## src/rtl/bias_add_sat_pipe_pkg.sv

```systemverilog
// =============================================================================
// Module  : bias_add_sat_pipe_pkg
// Brief   : Shared widths, alignment helpers and saturation constants
// Revision: 1.0
// =============================================================================
`default_nettype none

package bias_add_sat_pipe_pkg;

    localparam int DEF_DATA_W      = 16;
    localparam int DEF_FRAC_W      = 14;
    localparam int DEF_BIAS_W      = 8;
    localparam int DEF_BIAS_FRAC_W = 6;
    localparam int DEF_CH          = 4;

    // Two guard bits above the wider operand absorb A + B and A - (-2^(BIAS_W-1)).
    function automatic int calc_sum_w(input int data_w, input int bias_w, input int align_sh);
        int wb;
        wb = bias_w + align_sh;
        return ((data_w > wb) ? data_w : wb) + 2;
    endfunction

    localparam int ALIGN_SH = DEF_FRAC_W - DEF_BIAS_FRAC_W;
    localparam int SUM_W    = calc_sum_w(DEF_DATA_W, DEF_BIAS_W, ALIGN_SH);

    localparam logic [DEF_DATA_W-1:0] SAT_MAX = {1'b0, {(DEF_DATA_W-1){1'b1}}};
    localparam logic [DEF_DATA_W-1:0] SAT_MIN = {1'b1, {(DEF_DATA_W-1){1'b0}}};

endpackage

`default_nettype wire

```

## src/rtl/bias_add_sat_pipe_lane.sv

```systemverilog
// =============================================================================
// Module  : bias_lane_sat
// Brief   : One lane: align bias, add/subtract at full width, saturate a sum
// Revision: 1.0
// =============================================================================
`default_nettype none

module bias_lane_sat
    import bias_add_sat_pipe_pkg::*;
#(
    parameter int DATA_W   = DEF_DATA_W,
    parameter int BIAS_W   = DEF_BIAS_W,
    parameter int ALIGN_SH = DEF_FRAC_W - DEF_BIAS_FRAC_W,
    parameter int SUM_W    = calc_sum_w(DATA_W, BIAS_W, ALIGN_SH)
) (
    input  logic signed [DATA_W-1:0] a,
    input  logic signed [BIAS_W-1:0] b,
    input  logic                     sub_mode,
    output logic signed [SUM_W-1:0]  sum_full,
    input  logic signed [SUM_W-1:0]  sum_reg,
    output logic        [DATA_W-1:0] sat_sum,
    output logic                     sat_flag
);

    logic signed [SUM_W-1:0]    a_ext;
    logic signed [SUM_W-1:0]    b_al;
    logic        [SUM_W-DATA_W:0] top_bits;

    assign a_ext    = SUM_W'(a);
    assign b_al     = SUM_W'(b) <<< ALIGN_SH;
    assign sum_full = sub_mode ? (a_ext - b_al) : (a_ext + b_al);

    // The registered sum fits DATA_W only when every bit from the result sign up agrees.
    assign top_bits = sum_reg[SUM_W-1:DATA_W-1];

    always_comb begin
        sat_flag = !((&top_bits) || !(|top_bits));
        sat_sum  = sum_reg[DATA_W-1:0];
        if (sat_flag) begin
            sat_sum = {sum_reg[SUM_W-1], {(DATA_W-1){~sum_reg[SUM_W-1]}}};
        end
    end

endmodule

`default_nettype wire

```

## src/rtl/bias_add_sat_pipe.sv

```systemverilog
// =============================================================================
// Module  : bias_add_sat_pipe
// Brief   : CH-lane two-stage bias add/sub with saturation and valid/ready
// Revision: 1.0
// =============================================================================
`default_nettype none

module bias_add_sat_pipe
    import bias_add_sat_pipe_pkg::*;
#(
    parameter int DATA_W      = DEF_DATA_W,
    parameter int FRAC_W      = DEF_FRAC_W,
    parameter int BIAS_W      = DEF_BIAS_W,
    parameter int BIAS_FRAC_W = DEF_BIAS_FRAC_W,
    parameter int CH          = DEF_CH
) (
    input  logic                 clk,
    input  logic                 rst_n,
    input  logic                 in_valid,
    output logic                 in_ready,
    input  logic                 sub_mode,
    input  logic [CH*DATA_W-1:0] a_vec,
    input  logic [CH*BIAS_W-1:0] b_vec,
    output logic                 out_valid,
    input  logic                 out_ready,
    output logic [CH*DATA_W-1:0] sum_vec,
    output logic [CH-1:0]        sat_flags,
    output logic [CH-1:0]        ovf_sticky,
    input  logic                 clr_ovf
);

    localparam int LANE_ALIGN = FRAC_W - BIAS_FRAC_W;
    localparam int LANE_SUM_W = calc_sum_w(DATA_W, BIAS_W, LANE_ALIGN);

    if (BIAS_FRAC_W > FRAC_W) begin : g_bad_frac
        $error("bias_add_sat_pipe: BIAS_FRAC_W must not exceed FRAC_W");
    end

    logic                             s1_valid;
    logic                             s2_valid;
    logic [CH-1:0][LANE_SUM_W-1:0]    s1_sum;
    logic [CH-1:0][LANE_SUM_W-1:0]    lane_sum;
    logic [CH*DATA_W-1:0]             lane_sat;
    logic [CH-1:0]                    lane_flag;
    logic                             adv1;
    logic                             adv2;
    logic                             load2;

    // Ready looks only at pipeline state and out_ready, never at in_valid.
    assign adv2      = !s2_valid || out_ready;
    assign adv1      = !s1_valid || adv2;
    assign load2     = adv2 && s1_valid;
    assign in_ready  = adv1;
    assign out_valid = s2_valid;

    for (genvar i = 0; i < CH; i++) begin : g_lane
        bias_lane_sat #(
            .DATA_W   (DATA_W),
            .BIAS_W   (BIAS_W),
            .ALIGN_SH (LANE_ALIGN),
            .SUM_W    (LANE_SUM_W)
        ) u_lane (
            .a        (a_vec[i*DATA_W +: DATA_W]),
            .b        (b_vec[i*BIAS_W +: BIAS_W]),
            .sub_mode (sub_mode),
            .sum_full (lane_sum[i]),
            .sum_reg  (s1_sum[i]),
            .sat_sum  (lane_sat[i*DATA_W +: DATA_W]),
            .sat_flag (lane_flag[i])
        );
    end

    always_ff @(posedge clk or negedge rst_n) begin
        if (!rst_n) begin
            s1_valid   <= 1'b0;
            s2_valid   <= 1'b0;
            s1_sum     <= '0;
            sum_vec    <= '0;
            sat_flags  <= '0;
            ovf_sticky <= '0;
        end else begin
            if (adv1) begin
                s1_valid <= in_valid;
            end
            if (adv1 && in_valid) begin
                s1_sum <= lane_sum;
            end
            if (adv2) begin
                s2_valid <= s1_valid;
            end
            if (load2) begin
                sum_vec   <= lane_sat;
                sat_flags <= lane_flag;
            end
            // A clip landing in the same cycle as a clear survives it.
            ovf_sticky <= (clr_ovf ? '0 : ovf_sticky) | (load2 ? lane_flag : '0);
        end
    end

endmodule

`default_nettype wire

```

## config.mk

```make
export PLATFORM = sky130hd
export DESIGN_NAME = bias_add_sat_pipe
export DESIGN_NICKNAME = d
export VERILOG_FILES = /design/src/rtl/bias_add_sat_pipe_pkg.sv /design/src/rtl/bias_add_sat_pipe_lane.sv /design/src/rtl/bias_add_sat_pipe.sv
export SDC_FILE = /design/constraint.sdc
export NUM_CORES = 1
export LEC_CHECK = 0
export ABC_AREA = 1
export BUFFER_PORTS_ARGS = -buffer_cell sky130_fd_sc_hd__buf_2
export CORE_UTILIZATION = 58
export CTS_CLUSTER_DIAMETER = 150
export DETAILED_ROUTE_END_ITERATION = 8
export HOLD_SLACK_MARGIN = 0.1
export PLACE_DENSITY = 0.84
export SETUP_SLACK_MARGIN = 0.1
export SYNTH_ARGS = -nofsm -noshare
export SYNTH_HDL_FRONTEND = slang
export SYNTH_SLANG_ARGS = --single-unit
```

## constraint.sdc

```tcl
create_clock -name clk -period 3.6 [get_ports clk]
set_input_delay 0.18 -clock clk [delete_from_list [all_inputs] [get_ports clk]]
set_output_delay 0.18 -clock clk [all_outputs]
set_load 0.02 [all_outputs]
```

## Yosys cells after proc, flatten, opt, wreduce, memory -nomap -nowiden

Index checks and enable logic that the tools add are counted.

| storage, ports and cells | value |
|---|---|
| bits in registers | 146 |
| latch bits | 0 |
| bits in writable memories | 0 |
| memory bits (read-only) | 0 |
| bits of input ports | 102 |
| logic and storage cells | 58 |
| memories | 0 |

| cells by class | value |
|---|---|
| $add $sub $neg | 8 |
| multipliers | 0 |
| divide/modulo/power cells | 0 |
| order comparisons | 0 |
| eq/ne operators | 0 |
| shifts and indexed selects | 0 |
| multiplexer cells | 10 |
| bitwise gates (word level) | 5 |
| reduce and logical (&&, ||, !) cells | 26 |

Operators with widths:

| cell | count |
|---|---|
| $mux W18 | 4 |
| $add A16 B16 Y17 | 4 |
| $sub A16 B16 Y17 | 4 |
| $mux W16 | 4 |
| $reduce_and A3 Y1 | 4 |
| $reduce_or A3 Y1 | 4 |
| $logic_not A1 Y1 | 10 |
| $mux W4 | 2 |
| $logic_or A1 B1 Y1 | 6 |
| $not A1 Y1 | 4 |
| $or A4 B4 Y4 | 1 |
| $logic_and A1 B1 Y1 | 2 |

## Depth between registers and ports, before layout

| logic depth | value |
|---|---|
| depth after elaboration | 6 |
| depth in mapped cells | 17 |
| depth with buffers taken out | 17 |

## By module

Synthesis repeated with hierarchy kept, for this count alone.

| unflattened totals | value |
|---|---|
| cells, all modules | 1267 |
| area total of the unflattened synthesis | 9083.7 µm² |

By module, submodules not included:

| module | times used | cells an instance | area an instance (µm²) | seq. area each (µm²) |
|---|---|---|---|---|
| bias_add_sat_pipe | 1 | 627 | 5690.5 | 3653.5 |
| bias_lane_sat | 4 | 160 | 848.3 | 0.0 |

## Least setup slack after synthesis

Ideal clock, no wire load.

| timing | value |
|---|---|
| path type | input port to flip-flop |
| from | in sub_mode |
| to | reg s1_sum[14] (netlist name) |
| arrival | 1.850 ns |
| required time | 3.483 ns |
| setup slack | 1.632 ns |
| stages on the path | 13 |
| path through | buf_4 > buf_4 > buf_6 > nand2_1 > o21ai_0 > fa_1 > nand3b_1 > nand2_1 > nand2_1 > o21ai_0 > nand2_1 > nand3_1 > nand2_1 |

| between the ends | value |
|---|---|
| cells in the longest elaborated chain, start to end | 1 |

RTL lines:

| element | RTL line | RTL |
|---|---|---|
| start, declared | bias_add_sat_pipe.sv:21 | `input logic sub_mode,` |
| $mux W18 | bias_add_sat_pipe_lane.sv:31 | `assign sum_full = sub_mode ? (a_ext - b_al) : (a_ext + b_al);` |
| end signal, assigned | bias_add_sat_pipe.sv:86 | `s1_sum <= lane_sum;` |
| end, declared | bias_add_sat_pipe.sv:41 | `logic [CH-1:0][LANE_SUM_W-1:0] s1_sum;` |

Every way passes these cells.
A chain may end at the register's enable or synchronous reset.

## Worst setup path after layout

| timing | value |
|---|---|
| from | in out_ready |
| to | reg sum_vec[41] |

| between the ends | value |
|---|---|
| cells in the longest elaborated chain, start to end | 2 |

RTL lines:

| element | RTL line | RTL |
|---|---|---|
| start, declared | bias_add_sat_pipe.sv:25 | `input logic out_ready,` |
| $logic_or A1 B1 Y1 | bias_add_sat_pipe.sv:50 | `assign adv2 = !s2_valid \|\| out_ready;` |
| $logic_and A1 B1 Y1 | bias_add_sat_pipe.sv:52 | `assign load2 = adv2 && s1_valid;` |
| end signal, assigned | bias_add_sat_pipe.sv:92 | `sum_vec <= lane_sat;` |
| end, declared | bias_add_sat_pipe.sv:26 | `output logic [CH*DATA_W-1:0] sum_vec,` |

Every way passes these cells.

==> results.ini <==
[run_status]
status=completed

[critical_path]
max_stage_delay_ns=0.69
path_cells=dlygate4sd3_1, buf_2, inv_1, nand2_1, nand2_2, clkinv_2, buf_4, nor2_1, a31oi_1
endpoint_kind=flop
crit_family=buffers and inverters
r2r_start=out_valid
crit_arrival_ns=2.82
path_depth=9
critPathSlowestCell=clkinv_2
startpoint=out_ready
r2r_setup_slack_ns=1.15
critical_path_class=primary input to flop
worstReg2RegEnd=sum_vec[41]
worstPathMaxFanout=62
crit_end=sum_vec[41]
path_buf_inv=5
worstSetupStartpointType=primary input
worstPathRequired_ns=3.86
r2r_cells=6

[timing]
hold_ws_ns=0.145
finalSetupViolCount=0
fin_crit_ns=2.56
max_freq_mhz=391
rsz0062_at_grt=no
hold_viol_final=0
min_period_over_period=0.711
relSlewSlack=0.285
finalSetupTns_ns=0
drv_slew=0
finalClockSkew_ns=0.0117
worst_pin_slew_ns=1.07

[final_layout]
syn_to_final_growth_pct=21.7
multi_input_area_um2=3830
nets=1356
seqCellArea_um2=3550
antenna_cells=0
layout-drive-gt1-share=0.190
fin_util=0.735
instances_no_fill=1394
fillCellCount=1054

[placement]
port_buffers=175
dp_hpwl_um=13200
place.gp.congestion=0.881
placedCellCount=1328

[route]
wl_per_cell_um=13.7
drc=0
vias=7241
dr.pass1.iters=5
ant_nets=0
drt_iter0_markers=454
avgViaCountPerCell=5.19
drt-total-wl_um=19100

[synth]
syn_inst=1020
synth_largest_area_cell=dfrtp_1
ys_seq_area_frac=0.439
synth_area_leaders=dfrtp_1 (44%), nand2_1 (16%), ha_1 (6.8%), nor2_1 (4.5%), inv_1 (4.4%)
synth.top_cell.area_share=0.439
ys_warn_count=0
avgSynthCellArea_um2=7.94
synth_area_um2=8090
synth_cell_types=29
synth-seq-cells=142
synth_fp_nets=1170

[clock_network]
cts.reportedPaths.clkPinSlew_ns=0.06
cts_tree=built
cts-htree-levels=4
cts_buffers=17
cts_sinks=142
cts.path.max_buffers=2
postCtsSetupBuffers=0
cts-root-buf=clkbuf_16
cts_resized=0
clkLatencyLatePin_ns=0.41

[power_and_ir_drop]
powerDensity_nw_per_um2=704
ir_drop_uv=392
p_leak_uw=0.00516

[floorplan]
dieHeight_um=120
core_um2=13400
start_util=0.604
die_x_um=120
die-area_um2=14400
pin_count=176
rows=42

[job]
drv_cap=0

[global_routing]
grt_pass1_wl_um=31600
grt-ovfl-total=0
grt_usage=0.275
grt_max_degree=97
grt_pass1_vias=6813
antenna_found_initial=0

[hold_path]
hold_path_class=primary input to flop

## logic make-up after synthesis
| family | count (synthesis) | synth area share |
|---|---|---|
| buffers and inverters | 145 | 0.0880 |
| AOI/OAI and AO/OA | 158 | 0.120 |
| adders and majority gates | 48 | 0.0779 |
| and+or+nand+nor | 504 | 0.250 |
| xor gates and xnor gates | 23 | 0.0249 |
| DFF | 142 | 0.439 |
## registers in the layout (all words and copies together) (netlist names)
signal,flops
s1_sum,68
sum_vec,64
ovf_sticky,4
sat_flags,4
out_valid,1
s1_valid,1
## how the worst min path moves through the flow
stage               depth (start not counted)    endpoint  slack (ns)      start
floorplan                                   0   out_valid       -0.12      rst_n
global placement                            1  s1_sum[26]        0.32      rst_n
detailed placement                          1  s1_sum[28]        0.32      rst_n
CTS                                         5  s1_sum[16]        0.13  a_vec[15]
global route                                3  s1_sum[26]        0.17   b_vec[8]
finish                                      5  s1_sum[16]        0.14  a_vec[15]
## cell type report
type	count	area share
clock inverter	11	0.0169
timing repair buffer	215	0.129
clock buffer	20	0.0453
sequential	142	0.361
tap	176	0.0224
inverter	97	0.0371
multi-input combinational	733	0.389
## report_power, final
| group | internal (uW) | leakage (uW) | switching [uW] |
|---|---|---|---|
| Clock | 1170 | 0.000292 | 637 |
| Sequential | 2150 | 0.00167 | 335 |
| Combinational | 900 | 0.00320 | 1740 |
## timing repair
action | 4_1_cts | 5_1_grt
endpoints found under the setup margin | 0 | 0
hold endpoints to repair | 131 | 0
hold buffers | 35 | 0
## synth_stat cells
| master | count |
|---|---|
| nor2_1 | 97 |
| a31oi_2 | 12 |
| nand3_2 | 1 |
| nand2_2 | 2 |
| buf_6 | 14 |
| nor3_1 | 4 |
| buf_2 | 14 |
| xnor2_1 | 7 |
| buf_4 | 12 |
| inv_1 | 94 |
| o21a_1 | 4 |
| nand2_1 | 340 |
| xor2_1 | 16 |
| o21ai_1 | 7 |
| dfrtp_1 | 142 |
| a31oi_1 | 50 |
| inv_2 | 3 |
| or2_1 | 4 |
| fa_1 | 4 |
| a21oi_1 | 35 |
| o21ai_0 | 42 |
| nand3b_1 | 11 |
| ha_1 | 44 |
| o31ai_1 | 1 |
| nand4_1 | 1 |
| o211ai_1 | 7 |
| or2_2 | 5 |
| clkbuf_1 | 8 |
| nand3_1 | 39 |
## cells in the final DEF, fill, tap and decap left out
cell type,netlist,layout
o21ai_0,42,42
nand2_2,2,2
clkinv_4,0,1
nor2_1,97,97
o31ai_1,1,1
a31oi_1,50,50
a21oi_1,35,35
or2_2,5,5
dfrtp_1,142,142
clkbuf_8,0,1
bufinv_16,0,4
xnor2_1,7,7
nand3_2,1,1
o211ai_1,7,7
nand3_1,39,39
clkbuf_1,8,2
xor2_1,16,16
fa_1,4,4
dlygate4sd3_1,0,35
nand4_1,1,1
nand2_1,340,340
o21a_1,4,4
nand3b_1,11,11
o21ai_1,7,7
inv_1,94,94
ha_1,44,44
clkinv_2,0,4
inv_2,3,2
buf_4,12,5
buf_6,14,1
nor3_1,4,4
clkbuf_16,0,17
clkinvlp_4,0,3
buf_2,14,174
or2_1,4,4
a31oi_2,12,12
## worst min-delay path, delay by kind of cell
family | cells | cell delay [ns]
buffers and inverters | 1 | 0.11
AND/OR/NAND/NOR | 4 | 0.23
## routing by layer
metal  up-vias  part of all wire  track usage
met5         -                 0            0
met2       244              0.47        0.450
met1      3311              0.47        0.376
met3        29             0.055       0.0394
met4         0             0.013       0.0891
li1       3657                 -            -
## metrics by stage
| stage | area, um2 | power (uW) | worst slack (ns) |
|---|---|---|---|
| global route | 9850 | 7360 | 0.823 |
| detailed placement | 8890 | 5080 | 1.23 |
| finish | 9850 | 6930 | 1.04 |
| global placement | 8890 | 4990 | 1.25 |
| CTS | 9850 | 6950 | 1.08 |
| floorplan | 8090 | 4340 | 1.63 |
(Power assumes the default switching activity.)
